[config.mk]
export PLATFORM = sky130hd
export DESIGN_NAME = hmmm_loader
export DESIGN_NICKNAME = d
export VERILOG_FILES = /design/src/rtl/hmmm_loader.sv
export SDC_FILE = /design/constraint.sdc
export NUM_CORES = 1
export LEC_CHECK = 0
export BUFFER_PORTS_ARGS = -buffer_cell sky130_fd_sc_hd__buf_2
export CAP_MARGIN = 5
export CORE_MARGIN = 1
export CORE_UTILIZATION = 30
export DETAILED_ROUTE_END_ITERATION = 10
export PLACE_DENSITY = 0.47
export SYNTH_ARGS = -nofsm -noshare
export SYNTH_HDL_FRONTEND = slang
export SYNTH_SLANG_ARGS = --single-unit
[constraint.sdc]
create_clock -name clk -period 5.2 [get_ports clk]
set_input_delay 0.26 -clock clk [delete_from_list [all_inputs] [get_ports clk]]
set_output_delay 0.26 -clock clk [all_outputs]
set_load 0.05 [all_outputs]
[src/rtl/hmmm_loader.sv]
// Program loader for the hmmm core: turns a byte stream into big-endian words
// written through the core's pgrm_addr/pgrm_data port, wrapped in core reset pulses.
module hmmm_loader #(
   parameter int                ADDR_W    = 8,
   parameter logic [ADDR_W-1:0] BASE_ADDR = '0
) (
   input  logic        clk,
   input  logic        rst,
   input  logic        start,
   input  logic        in_valid,
   input  logic [7:0]  in_data,
   output logic        in_ready,
   output logic        pgrm_addr,
   output logic        pgrm_data,
   output logic [15:0] io_out,
   output logic        io_oe,
   output logic        cpu_rst,
   output logic        busy,
   output logic        done
);

   // state    | meaning
   // IDLE     | waiting for start
   // PRE_RST  | reset pulse to core before loading
   // GET_CNT  | take word-count byte (0 means 256)
   // GET_HI   | take instruction high byte
   // GET_LO   | take instruction low byte
   // WR_ADDR  | address phase on core io bus
   // WR_DATA  | data phase on core io bus
   // POST_RST | reset pulse to core after loading
   // DONE     | completion pulse
   typedef enum logic [3:0] {
      IDLE, PRE_RST, GET_CNT, GET_HI, GET_LO, WR_ADDR, WR_DATA, POST_RST, DONE
   } state_t;

   state_t            state_q, state_d;
   logic [ADDR_W-1:0] addr_q, addr_d;
   logic [15:0]       word_q, word_d;
   logic [8:0]        cnt_q, cnt_d;
   logic [8:0]        wcnt_q, wcnt_d;

   logic        in_ready_q, in_ready_d;
   logic        pgrm_addr_q, pgrm_addr_d;
   logic        pgrm_data_q, pgrm_data_d;
   logic [15:0] io_out_q, io_out_d;
   logic        io_oe_q, io_oe_d;
   logic        cpu_rst_q, cpu_rst_d;
   logic        busy_q, busy_d;
   logic        done_q, done_d;

   logic accept;

   assign accept = in_valid && in_ready_q;

   always_comb begin
      state_d = state_q;
      addr_d  = addr_q;
      word_d  = word_q;
      cnt_d   = cnt_q;
      wcnt_d  = wcnt_q;
      case (state_q)
         IDLE: begin
            if (start) state_d = PRE_RST;
         end
         PRE_RST: begin
            addr_d  = BASE_ADDR;
            wcnt_d  = '0;
            state_d = GET_CNT;
         end
         GET_CNT: begin
            if (accept) begin
               cnt_d   = (in_data == 8'd0) ? 9'd256 : {1'b0, in_data};
               state_d = GET_HI;
            end
         end
         GET_HI: begin
            if (accept) begin
               word_d[15:8] = in_data;
               state_d      = GET_LO;
            end
         end
         GET_LO: begin
            if (accept) begin
               word_d[7:0] = in_data;
               state_d     = WR_ADDR;
            end
         end
         WR_ADDR: begin
            state_d = WR_DATA;
         end
         WR_DATA: begin
            addr_d  = addr_q + ADDR_W'(1);
            wcnt_d  = wcnt_q + 9'd1;
            state_d = (wcnt_d == cnt_q) ? POST_RST : GET_HI;
         end
         POST_RST: begin
            state_d = DONE;
         end
         DONE: begin
            state_d = IDLE;
         end
         default: begin
            state_d = IDLE;
         end
      endcase
   end

   // Outputs are decoded from the next state so every port comes straight off a flop.
   always_comb begin
      in_ready_d  = 1'b0;
      pgrm_addr_d = 1'b0;
      pgrm_data_d = 1'b0;
      io_out_d    = '0;
      io_oe_d     = 1'b0;
      cpu_rst_d   = 1'b0;
      done_d      = 1'b0;
      busy_d      = (state_d != IDLE);
      case (state_d)
         PRE_RST, POST_RST: cpu_rst_d = 1'b1;
         GET_CNT, GET_HI, GET_LO: in_ready_d = 1'b1;
         WR_ADDR: begin
            pgrm_addr_d = 1'b1;
            io_oe_d     = 1'b1;
            io_out_d    = 16'(addr_d);
         end
         WR_DATA: begin
            pgrm_data_d = 1'b1;
            io_oe_d     = 1'b1;
            io_out_d    = word_d;
         end
         DONE: done_d = 1'b1;
         default: begin
         end
      endcase
   end

   always_ff @(posedge clk) begin
      if (rst) begin
         state_q     <= IDLE;
         addr_q      <= BASE_ADDR;
         word_q      <= '0;
         cnt_q       <= '0;
         wcnt_q      <= '0;
         in_ready_q  <= 1'b0;
         pgrm_addr_q <= 1'b0;
         pgrm_data_q <= 1'b0;
         io_out_q    <= '0;
         io_oe_q     <= 1'b0;
         cpu_rst_q   <= 1'b0;
         busy_q      <= 1'b0;
         done_q      <= 1'b0;
      end else begin
         state_q     <= state_d;
         addr_q      <= addr_d;
         word_q      <= word_d;
         cnt_q       <= cnt_d;
         wcnt_q      <= wcnt_d;
         in_ready_q  <= in_ready_d;
         pgrm_addr_q <= pgrm_addr_d;
         pgrm_data_q <= pgrm_data_d;
         io_out_q    <= io_out_d;
         io_oe_q     <= io_oe_d;
         cpu_rst_q   <= cpu_rst_d;
         busy_q      <= busy_d;
         done_q      <= done_d;
      end
   end

   assign in_ready  = in_ready_q;
   assign pgrm_addr = pgrm_addr_q;
   assign pgrm_data = pgrm_data_q;
   assign io_out    = io_out_q;
   assign io_oe     = io_oe_q;
   assign cpu_rst   = cpu_rst_q;
   assign busy      = busy_q;
   assign done      = done_q;

endmodule
**Yosys cells after proc, flatten, opt, wreduce, memory -nomap -nowiden**

Cells that the tools add are included.
Widths: inputs -> output; s select.

- Add/sub/neg operators: 2
- Muxes and demuxes: 20
- Reductions and logical operators: 9
- Equality and inequality tests: 16

Operator list:

| kind | count |
|---|---|
| $eq 4x3->1 const B | 8 |
| $mux 8 | 4 |
| $pmux 16 s2 | 1 |
| $pmux 4 s8 | 1 |
| $pmux 9 s2 | 1 |
| $eq 4x2->1 const B | 4 |
| $mux 4 | 4 |
| $pmux 8 s2 | 1 |
| $add 9x1->9 const B | 1 |
| $eq 9x9->1 | 1 |
| $mux 9 | 1 |
| $add 8x1->8 const B | 1 |
| $eq 4x1->1 const B | 2 |
| $logic_not 8->1 | 1 |
| $mux 1 | 6 |
| $eq 4x4->1 const B | 1 |
| $logic_not 4->1 | 1 |
| $reduce_bool 4->1 | 1 |
| $reduce_or 2->1 | 2 |
| $mux 3 | 1 |
| $reduce_or 3->1 | 1 |
| $reduce_and 2->1 | 1 |
| $reduce_bool 2->1 | 1 |
| $logic_and 1x1->1 | 1 |

- Register bits: 69
- Input port bits: 12
- Logic and storage cells: 60
- Output and inout bits: 23

**Logic depth before layout (Yosys ltp)**

- Depth after elaboration: 7
- Gate-level depth with buffers: 8
- Mapped depth without buffers: 7

**Least setup slack after synthesis**

No wires, ideal clock.

- Path type: register -> register
- Start: reg wcnt_q[0]
- End: reg in_ready_q, in the netlist in_ready
- Arrival: 2046 ps
- Cell stages (with the launch flop): 8
- Period minus slack after synthesis: 2167 ps
- Setup slack: 3033 ps
- Path buffers: 0
- Data required time: 5079 ps
- Setup time: 121 ps
- Path through: dfxtp_1 > ha_1 > and3_2 > or4b_1 > o22ai_1 > o2111ai_1 > o211a_1 > mux2_4

- Word-level cells in the longest chain between the ends: 7

Ends and longest elaborated chain:

| element | RTL line | RTL |
|---|---|---|
| start: declaration | 40 | `logic [8:0] wcnt_q, wcnt_d;` |
| start signal: assignment | 157 | `wcnt_q <= wcnt_d;` |
| $add 9x1->9 (*) | 93 | `wcnt_d = wcnt_q + 9'd1;` |
| $eq 9x9->1 (*) | 94 | `state_d = (wcnt_d == cnt_q) ? POST_RST : GET_HI;` |
| $mux 3 (*) | 94 |  |
| $pmux 4 s8 (*) | 61 | `case (state_q)` |
| $eq 4x2->1 or $eq 4x3->1 (tied branches) | 118 | `case (state_d)` |
| $reduce_or 3->1 (*) | 118 |  |
| $mux 1 (*) | 118 |  |
| end signal: assignment | 158 | `in_ready_q <= in_ready_d;` |
| end: declaration | 42 | `logic in_ready_q, in_ready_d;` |

Mark *: on every way between the ends. The rest lies on a longest branch, timed or not.
A chain may end at the register's enable or synchronous reset.

**Final worst setup path**

Same ends and word-level chain as after synthesis.

==> summary.md <==
| Metric | Value |
|---|---|
| RSZ-0062 raised after global routing | false |
| Register area | 1380 µm² |
| Commonest non-fill, non-tap cell in the layout | dfxtp_1 |
| CP peak stage delay | 0.46 ns |
| Register bit total from synthesis | 69 |
| Hold Vio Cnt, Final | 0 |
| Wire length on met2 | 2.87 mm |
| Port bufs | 34 |
| Wire per inst | around 14 µm |
| Static Leak | ~1.5 nW |
| Most frequent cells in the layout | 69 x dfxtp_1, 49 x nor2_1, 34 x buf_2 |
| Max-slew headroom | roughly 55% |
| Total Neg Setup Slack | 0 ns |
| # IOs | 35 |
| Hold WS | 0.223 ns |
| Final setup vio count | 0 |
| Rows | 35 |
| Diodes inserted | 0 |
| CTS resizes | 0 |
| Routed Antenna Nets | 0 |
| HP Class | in2reg |
| Critical-path maximum fanout | 8 |
| Fin crit share | a little under half |
| Initial core utilization | between 30% and 40% |
| DR vias/cell | 4.78 |
| Seq/Total Area, Yosys | 47.5% |
| Global placer's final weighted congestion | roughly 0.76 |
| Met3 WL | between 200 and 300 µm |
| CP arrival | 2.64 ns |
| Cts hold-fix bufs | 0 |
| DR pass1 iterations | 5 |
| Largest net degree at the start of global routing | 66 |
| Critical path required time | 5.43 ns |
| Mapped Cells | between 300 and 400 |
| # fillers | approximately 1000 |
| Share of layout cells above drive strength 1 | approximately 17% |
| Highest routed layer | met4 |
| First-pass GRT wire length | about 11 mm |
| Final wirelength | 6.68 mm |
| NumNets Final | 356 |
| Fmax | ~410 MHz |
| Multi-input gate area | 1410 µm² |
| Yosys warns | 0 |
| All-Layer GR Usage | 14.5% |
| Post-CTS Repair Setup Buffers | 0 |
| Metal-1 WL | roughly 3.5 mm |
| Mapped Avg Cell Area | 9.21 µm² |
| Min Clock Period, post-route | around 2.4 ns |
| Area Growth Syn to Fin | 15.6% |
| Status | complete, no violations |
| TritonCTS Buffers | 9 |
| CTS tree | built |
| Die ar. | around 10000 µm² |
| Placed wire-length estimate | 4.60 mm |
| Grt ovf | 0 |
| Crit-path cells | ha_1, and3_2, or4b_1, o22ai_1, o2111ai_1, o211a_1, mux2_4 |
| EDFF count, synth | 0 |
| Max Slew Vio Count | 0 |
| Ys flop type | dfxtp_1 |
| CTS max path bufs | 2 |
| Startpoint Class | flip-flop |
| Reg clk slew, reported paths | 0.08 ns |
| Root buffer cell | clkbuf_8 |
| H-tree depth | 3 |
| Clock Skew | 0.0140 ns |
| Worst VDD drop | 141 µV |
| Post-synth cell types | 51 |
| Post-Syn Area | about 2900 µm² |
| Antenna violations before repair | 0 |
| Post-place setup slack | roughly 2.8 ns |
| Core ar. | ~9300 µm² |
| Post-synth ARST share | 0% |
| Power density over the cells | 321 nW/µm² |
| Number of DRC markers in iteration 0 | around 130 |
| Syn_nets | 330 |
| Max-cap violations | 0 |
| Clock Latency Late Sink | 0.34 ns |
| Routed via count | 2277 |
| Slowest CP cell | or4b_1 |
| Die H | 100 µm |
| Critical path type | reg2reg |
| Die X | 100 µm |
| Setup crit end kind | flip-flop |
| Vias in the first global route | 2153 |
| Drt drc | 0 |
| Clock Sinks | 69 |
| Worst Tran Pin Value | ~0.67 ns |
| Final WS setup | 2.79 ns |
## cell usage after synthesis, types with 6 or more instances
master	n	area [µm²]
nor3_1	21	105
o21ai_1	7	35.0
clkbuf_1	11	41.3
nand3_1	16	80.1
dfxtp_1	69	1380
xnor2_1	7	61.3
buf_4	6	45.0
a21oi_1	19	95.1
nor2_1	49	184
mux2i_1	24	240
nand2_1	13	48.8
## sequential cells by signal (all words and copies together) (netlist names), 4 cells and up
name,count
addr_q,8
state_q,4
wcnt_q,9
io_out,16
cnt_q,9
word_q,16
## area by class of cell
cell class | count | area share (%)
inverters | 2 | 0.223
clock buffers | 10 | 4.09
repair buffers | 35 | 5.28
multi-input cells | 225 | 42.0
well taps | 129 | 4.80
clock inverters | 6 | 2.57
flip-flops and latches | 69 | 41.0
## worst max-delay path, delay by kind of cell, from the launching register on
kind | cells | cell delay (ns)
simple gates | 2 | 0.72
compound gates | 3 | 0.59
fa+ha+maj | 1 | 0.31
mux | 1 | 0.30
flops | 1 | 0.37
## routing by layer
metal | vias up | global-route usage [%]
li1 | 1169 | -
met1 | 1061 | 19.9
met2 | 43 | 22.0
met3 | 4 | 4.30
met4 | 0 | 4.35
met5 | - | 0
## cells by family (layout without fill, tap and decap cells)
logic type / after synthesis / after routing / share of synthesized area (%)
AND/OR/NAND/NOR: 136 / 136 / 24.0
flip-flops: 69 / 69 / 47.5
AO/OA/AOI/OAI: 50 / 50 / 11.0
multiplexers: 25 / 25 / 8.77
buffers and inverters: 22 / 53 / 3.96
XOR/XNOR: 12 / 12 / 3.87
adder cells (fa/ha/maj): 2 / 2 / 0.860
## worst paths after layout
path / cells after the start / end / startpoint / slack [ns]
max: 7 / in_ready / wcnt_q[0] / 2.79
min: 3 / cpu_rst / start / 0.22
max reg2reg: 7 / in_ready / wcnt_q[0] / 2.79
min reg2reg: 2 / word_q[15] / word_q[15] / 0.50
## through the flow
step,cell area [µm²],total power [mW],instances,util [%]
after floorplan,2910,0.583,316,-
after global placement,3140,0.601,460,33.7
after detailed placement,3140,0.601,460,33.7
after CTS,3370,1.10,476,36.1
after global routing,3370,1.13,476,36.1
final,3370,1.08,476,36.1
## power breakdown
| part | total, mW | switching (mW) | internal [mW] |
|---|---|---|---|
| Clock | 0.491 | 0.209 | 0.282 |
| Combinational | 0.0524 | 0.0372 | 0.0152 |
| Sequential | 0.536 | 0.00404 | 0.532 |
No activity file was read; power rests on OpenSTA's default activity.
